[src/rtl/vec_inst_queue.sv]
// rtl/vec_inst_queue.sv - pre-decoding circular issue queue from scalar core to vector processor.
// Optional same-cycle empty-queue bypass when VEC_IQ_BYPASS_EN is defined.
`ifndef XLEN
`define XLEN 32
`endif

module vec_inst_queue #(
  parameter int XLEN  = `XLEN,
  parameter int DEPTH = 4
) (
  input  logic                     clk,
  input  logic                     reset,
  input  logic                     inst_valid,
  output logic                     inst_ready,
  input  logic [XLEN-1:0]          instruction,
  input  logic [XLEN-1:0]          rs1_data,
  input  logic [XLEN-1:0]          rs2_data,
  input  logic                     flush,
  output logic                     vec_valid,
  input  logic                     vec_ready,
  output logic [XLEN-1:0]          vec_instruction,
  output logic [XLEN-1:0]          vec_rs1_data,
  output logic [XLEN-1:0]          vec_rs2_data,
  output logic [$clog2(DEPTH):0]   count,
  output logic                     full,
  output logic                     empty,
  output logic                     drop_pulse
);

  localparam int AW = $clog2(DEPTH);

  logic [XLEN-1:0] r_inst_mem [DEPTH];
  logic [XLEN-1:0] r_rs1_mem  [DEPTH];
  logic [XLEN-1:0] r_rs2_mem  [DEPTH];
  logic [AW-1:0]   r_wr_ptr;
  logic [AW-1:0]   r_rd_ptr;
  logic [AW:0]     r_count;
  logic            r_drop;

  logic [6:0]      w_op;
  logic [2:0]      w_width;
  logic            w_is_vec;
  logic            w_accept;
  logic            w_push;
  logic            w_pop;

  assign w_op    = instruction[6:0];
  assign w_width = instruction[14:12];

  // OP-V, or LOAD-FP/STORE-FP with a vector element-width encoding
  assign w_is_vec = (w_op == 7'b1010111) ||
                    (((w_op == 7'b0000111) || (w_op == 7'b0100111)) &&
                     ((w_width == 3'b000) || (w_width == 3'b101) ||
                      (w_width == 3'b110) || (w_width == 3'b111)));

  assign count      = r_count;
  assign full       = (r_count == (AW+1)'(DEPTH));
  assign empty      = (r_count == '0);
  assign inst_ready = !full && !flush;
  assign drop_pulse = r_drop;
  assign w_accept   = inst_valid && inst_ready;
  assign w_pop      = !empty && vec_ready && !flush;

`ifdef VEC_IQ_BYPASS_EN
  logic w_bypass;

  assign w_bypass = empty && !flush && inst_valid && w_is_vec;
  assign w_push   = w_accept && w_is_vec && !(w_bypass && vec_ready);

  always_comb begin
    vec_valid       = !empty;
    vec_instruction = r_inst_mem[r_rd_ptr];
    vec_rs1_data    = r_rs1_mem[r_rd_ptr];
    vec_rs2_data    = r_rs2_mem[r_rd_ptr];
    if (w_bypass) begin
      vec_valid       = 1'b1;
      vec_instruction = instruction;
      vec_rs1_data    = rs1_data;
      vec_rs2_data    = rs2_data;
    end
  end
`else
  assign w_push          = w_accept && w_is_vec;
  assign vec_valid       = !empty;
  assign vec_instruction = r_inst_mem[r_rd_ptr];
  assign vec_rs1_data    = r_rs1_mem[r_rd_ptr];
  assign vec_rs2_data    = r_rs2_mem[r_rd_ptr];
`endif

  always_ff @(posedge clk or negedge reset) begin
    if (!reset) begin
      r_wr_ptr <= '0;
      r_rd_ptr <= '0;
      r_count  <= '0;
      r_drop   <= 1'b0;
    end else if (flush) begin
      r_wr_ptr <= '0;
      r_rd_ptr <= '0;
      r_count  <= '0;
      r_drop   <= 1'b0;
    end else begin
      r_drop <= w_accept && !w_is_vec;
      if (w_push) r_wr_ptr <= r_wr_ptr + AW'(1);
      if (w_pop)  r_rd_ptr <= r_rd_ptr + AW'(1);
      case ({w_push, w_pop})
        2'b10:   r_count <= r_count + (AW+1)'(1);
        2'b01:   r_count <= r_count - (AW+1)'(1);
        default: r_count <= r_count;
      endcase
    end
  end

  // Storage is left untouched by flush; only pointers are cleared
  always_ff @(posedge clk or negedge reset) begin
    if (!reset) begin
      for (int i = 0; i < DEPTH; i++) begin
        r_inst_mem[i] <= '0;
        r_rs1_mem[i]  <= '0;
        r_rs2_mem[i]  <= '0;
      end
    end else if (w_push && !flush) begin
      r_inst_mem[r_wr_ptr] <= instruction;
      r_rs1_mem[r_wr_ptr]  <= rs1_data;
      r_rs2_mem[r_wr_ptr]  <= rs2_data;
    end
  end

endmodule

[config.mk]
export PLATFORM = sky130hd
export DESIGN_NAME = vec_inst_queue
export DESIGN_NICKNAME = d
export VERILOG_FILES = /design/src/rtl/vec_inst_queue.sv
export SDC_FILE = /design/constraint.sdc
export NUM_CORES = 1
export LEC_CHECK = 0
export ABC_AREA = 1
export ABC_CLOCK_PERIOD_IN_PS = 3700
export CAP_MARGIN = 20
export CORE_MARGIN = 4
export CORE_UTILIZATION = 60
export DETAILED_ROUTE_END_ITERATION = 12
export PLACE_DENSITY = 0.93
export SLEW_MARGIN = 20
export SYNTH_ARGS = -nofsm -noshare
export SYNTH_HDL_FRONTEND = slang
export SYNTH_SLANG_ARGS = --single-unit
[constraint.sdc]
create_clock -name clk -period 3.7 [get_ports clk]
set_input_delay 0.74 -clock clk [delete_from_list [all_inputs] [get_ports clk]]
set_output_delay 0.74 -clock clk [all_outputs]
set_load 0.05 [all_outputs]
# Yosys cells after proc, flatten, opt, wreduce, memory -nomap -nowiden
# Index checks and enable logic that the tools add are counted.
# word_totals
mem_count	0
ff_bits	392
input_bits	101
latch_bits	0
output_inout_bits	104
ramBits	0
elab_cells	78
romBits	0
# classes
reduce_logical	23
eq_ne	9
n_mux	21
div_mod_pow	0
shifts	0
multipliers	0
addsub	4
order_cmp	3
bitwise_logic	2
# ops
op	n
128-bit bitwise mux	3
32-bit two-way mux	7
32-bit binary-select mux with 2-bit select	3
32-bit demux with 2-bit select	1
3-bit == test, second input constant	4
1-bit logical AND	9
2-bit two-way mux	4
7-bit by 3-bit == test with 1-bit output, second input constant	1
7-bit by 6-bit == test with 1-bit output, second input constant	1
7-bit == test, second input constant	1
3-bit greater-or-equal comparator, second input constant	2
3-bit logical NOT	2
2-bit inverter with 3-bit output	2
3-bit case mux with 2 select lines	1
1-bit logical OR	5
2-bit by 1-bit adder with 2-bit output, second input constant	2
1-bit logical NOT	4
2-bit nonzero test	2
3-bit by 1-bit adder with 3-bit output, second input constant	1
3-bit by 1-bit < comparator with 1-bit output, second input constant	1
3-bit two-way mux	1
3-bit nonzero test	1
3-bit by 1-bit subtractor with 3-bit output, second input constant	1
2-bit by 1-bit == test with 1-bit output, second input constant	1
2 further kinds	2

# Logic depth before layout (Yosys ltp)
# depth
depth_word	10
mapped_depth	16

# Worst setup path before layout
# Ideal clock, no wire load.
# synth_path
path_kind	reg2out
from	register r_rd_ptr[1]
to	output port vec_instruction[22]
t_arrival_ns	1.978
required_ns	2.960
path_stages_with_launch	7
setup_slack_ns	0.982
path_cell_list	dfrtp_1 > clkbuf_1 > inv_1 > clkbuf_1 > clkbuf_1 > o21ai_0 > o22ai_1
# synth_between
elab_chain_len	4
# synth_rtl
element	line_no	source
start, declared	36	logic [AW-1:0] r_rd_ptr;
start signal, assigned	104	if (w_pop) r_rd_ptr <= r_rd_ptr + AW'(1);
2-bit inverter with 3-bit output (not written as such)	85	assign vec_instruction = r_inst_mem[r_rd_ptr];
32-bit binary-select mux with 2-bit select	85	
32-bit two-way mux (not written as such) (2 in series)	85	
end, declared	21	output logic [XLEN-1:0] vec_instruction,
# Every way passes these cells. The select of a mux whose other input is x is not followed.

# Final worst setup path
# layout_path
from	register r_rd_ptr[0]
to	output port vec_instruction[21]
# Same word-level chain as after synthesis.

==> impl_summary.log <==
[metrics] CP bufs+invs: 2
[metrics] termination of the worst setup path: vec_instruction[21]
[metrics] final WL: around 53,000 um
[metrics] via count of the routed design: 16,613
[metrics] launch instance of the worst register-to-register path: count[1]
[metrics] status: completed
[metrics] Cell Area, Synth: 17,520 sq um
[metrics] mean area per synthesized cell: 7.939 sq um
[metrics] number of antenna violations at the first check in global routing: 2
[metrics] total of endpoints with negative setup slack in the final report: 0
[metrics] initial standard-cell utilization of the core: 0.6088
[metrics] most frequent cells after synthesis: nand2_1 (1,096), dfrtp_1 (392), o21ai_0 (208)
[metrics] launch point of the critical path: r_rd_ptr[0]
[metrics] CTS Buffer Depth: 3
[metrics] Die Span Y: roughly 180 um
[metrics] largest fanout of any net on the critical path: roughly 120
[metrics] peak ir drop on the vdd network: ~300 uV
[metrics] global-route wire length before repair: roughly 85,000 um
[metrics] clock edge transition at the registers on the reported setup and hold paths: 0.06 ns
[metrics] portion of the post-synthesis area used by sequential elements: 0.5599
[metrics] total non-filler cell area in the finished layout: between 20,000 and 25,000 sq um
[metrics] Cell Chain, Critical Path: buf_12 -> o21ai_0 -> o22ai_1 -> clkdlybuf4s50_1
[metrics] critical-path cell with the highest stage delay: clkdlybuf4s50_1
[metrics] Syn Nets: 2,313
[metrics] count of synthesis-stage warnings from yosys: 0
[metrics] delay contributed by the slowest stage of the critical path: 0.86 ns
[metrics] total global routing track utilization: 0.3329
[metrics] Routability Congestion: roughly 0.83
[metrics] vias in the first global route: 17,488
[metrics] clock latency on the worst-skew pair: 0.52 ns
[metrics] number of placed I/O pins: approximately 210
[metrics] clock tree root buffer cell: clkbuf_16
[metrics] WL per Instance: between 15 and 20 um
[metrics] library cell with the highest instance count after synthesis: nand2_1
[metrics] prevailing post-synth register cell: dfrtp_1
[metrics] cts repair resizes: 0
[metrics] remaining antenna violation count after routing: 0
[metrics] number of core rows: 62
[metrics] Initial DRT Pass Iterations: 6
[metrics] core area: about 29,000 sq um
[metrics] Crit. End Element: output port
[metrics] cell area reported after detailed placement: 20,360 sq um
[metrics] maximum number of pins on one net before global-route repair: between 100 and 150
[metrics] leading cell types by total area after synthesis: dfrtp_1 (56%), nand2_1 (23%), o21ai_0 (5.9%)
[metrics] Worst R2R Path Depth: 7
[metrics] fmax: 0.2740 GHz
[metrics] number of different library cells in the post-synthesis netlist: 28
[metrics] transition at the pin with the smallest max-transition slack: 0.9830 ns
[metrics] Syn Inst Count: about 2,200
[metrics] floorplan die width: between 150 and 200 um
[metrics] DRC errors left: 0
[metrics] CP startpoint kind: register
[metrics] number of max-slew violations in the final report: 0
[metrics] worst setup slack for register-to-register paths: between 1 and 1.5 ns
[metrics] required time at the endpoint of the critical path: 2.96 ns
[metrics] startpoint-to-endpoint class of the critical path: reg2out
[metrics] worst hold path class: in2async
[metrics] HPWL reported at the end of detailed placement: about 30,000 um
[metrics] quantity of I/O buffers inserted on ports: around 200
[metrics] library cell occupying the most area in the post-synthesis netlist: dfrtp_1
[metrics] delay-heaviest family, CP: buffers and inverters
[metrics] register bit count reported by yosys: between 300 and 400
[metrics] floorplan die area: about 32,000 sq um
[metrics] share of cells above drive strength 1: 0.07939
[metrics] post-layout minimum cycle time: 3.650 ns
[metrics] via density per instance: about 6.0
[metrics] TritonCTS clock tree: done
[metrics] Leak: roughly 12 nW
[metrics] post-synthesis to final-layout area growth: 23.45%
[metrics] total clock buffers created by CTS: 40
[metrics] final critical-path share of the clock period: 0.9864
[metrics] endpoint arrival time on the critical path: 2.91 ns
[metrics] number of enable-type register cells in the synthesized netlist: 0
[metrics] Pwr Total: approximately 9.7 mW
[metrics] number of buffers added to fix hold violations after cts: 0
[metrics] MaxCap Viol Count: 0
[metrics] share of synthesized flip-flops with an asynchronous set or reset: 1.000
[metrics] worst-case headroom to the max-slew limit: 0.3447
[metrics] setup repair bufs after CTS: 0
[metrics] number of H-tree levels: 2
[metrics] endpoint of the most critical register-to-register path: r_inst_mem[44]
[metrics] area share of the largest cell type after synthesis: 0.5599
[metrics] clk_skew: roughly 0.008 ns
[metrics] final-stage net count: 2,450
[metrics] final hold violation count: 0
[metrics] Worst path depth: 4
[metrics] sinks on the clock net: between 300 and 400
[metrics] Power Dens Cells: around 450 nW/um^2
[metrics] gr ovfl total: 0
[metrics] accumulated negative setup slack: 0 ns
[metrics] Starting DRT DRC Count: around 2,300
[metal layers]
| metal | vias to the layer above | share of wire | track usage |
|---|---|---|---|
| met5 | - | 0.00042 | 0 |
| met4 | 4 | 0.042 | 0.1650 |
| met3 | 244 | 0.11 | 0.07507 |
| met2 | 1224 | 0.48 | 0.5509 |
| met1 | 7924 | 0.36 | 0.4148 |
| li1 | 7217 | - | - |
[report_power, final]
| part | internal [mW] | switching (mW) |
|---|---|---|
| clock network | 2.29 | 1.63 |
| logic | 0.522 | 0.780 |
| registers | 4.40 | 0.0649 |
| total | 7.20 | 2.48 |
[worst min path at each step]
stage / cells after the start / endpoint / from / slack, ns
after floorplan: 2 / r_inst_mem[35] / r_inst_mem[35] / 0.43
after global placement: 2 / r_inst_mem[67] / r_inst_mem[67] / 0.45
after detailed placement: 1 / r_inst_mem[1] / r_inst_mem[1] / 0.45
after CTS: 1 / r_inst_mem[70] / reset / 0.21
after global routing: 1 / r_rs2_mem[29] / reset / 0.22
final: 1 / r_rs2_mem[91] / reset / 0.19
[final cells by class]
type                       count  area (sq um)
inverter                      31         123.9
clock buffer                  56          1142
clock inverter                10         112.6
multi-input combinational   1642          6830
timing repair buffer         237          3118
tap                          384         480.5
sequential                   392          9817
fill                        1789          7151
antenna                        2         5.005
[stage by stage]
stage	hold WS (ns)	worst slack, ns	std cells	util
finish	0.1861	0.05041	2754	0.7515
global route	0.2241	-0.03085	2752	0.7514
CTS	0.2064	0.08164	2752	0.7510
detailed placement	0.4527	0.5105	2686	0.7074
global placement	0.4459	0.5572	2686	0.7074
floorplan	0.4309	0.9817	2207	-
[sequential cells by signal, indices dropped and copies added (netlist names)]
name / count
r_wr_ptr: 2
r_rd_ptr: 2
drop_pulse: 1
count: 3
r_rs2_mem: 128
r_rs1_mem: 128
r_inst_mem: 128
[layout by cell type (no fill, tap or decap), drive strengths merged]
cell type      instances
a21oi                  3
clkinv                10
nand4                  1
or2                   13
clkbuf                56
ha                     4
clkinvlp               2
nor4                   1
nand2               1099
nor3                   2
clkdlybuf4s50        131
diode                  2
buf                  103
o21ai                209
dfrtp                392
dlymetal6s2s           3
o22ai                 96
fa                     1
xnor2                  1
inv                   27
nand3                  7
bufinv                 2
nor2                 205
[cell families (layout without fill, tap and decap cells)]
logic type | Yosys count | count (layout) | share of synthesized area
compound gates | 308 | 308 | 0.09484
flops | 392 | 392 | 0.5599
other cells | 0 | 2 | 0
simple gates | 1328 | 1328 | 0.2894
xor+xnor | 1 | 1 | 0.0005000
buf+inv | 173 | 334 | 0.05142
fa+ha+maj | 5 | 5 | 0.003999
[worst reg2reg max path, stage by stage (launching register included)]
cell and delay [ns]:
dfrtp_1 0.50, nor3_4 0.37, nor3_2 0.10, nand2_4 0.17
nor2_4 0.06, clkinv_2 0.05, buf_4 0.76, o21ai_0 0.24
(Power assumes the default switching activity.)
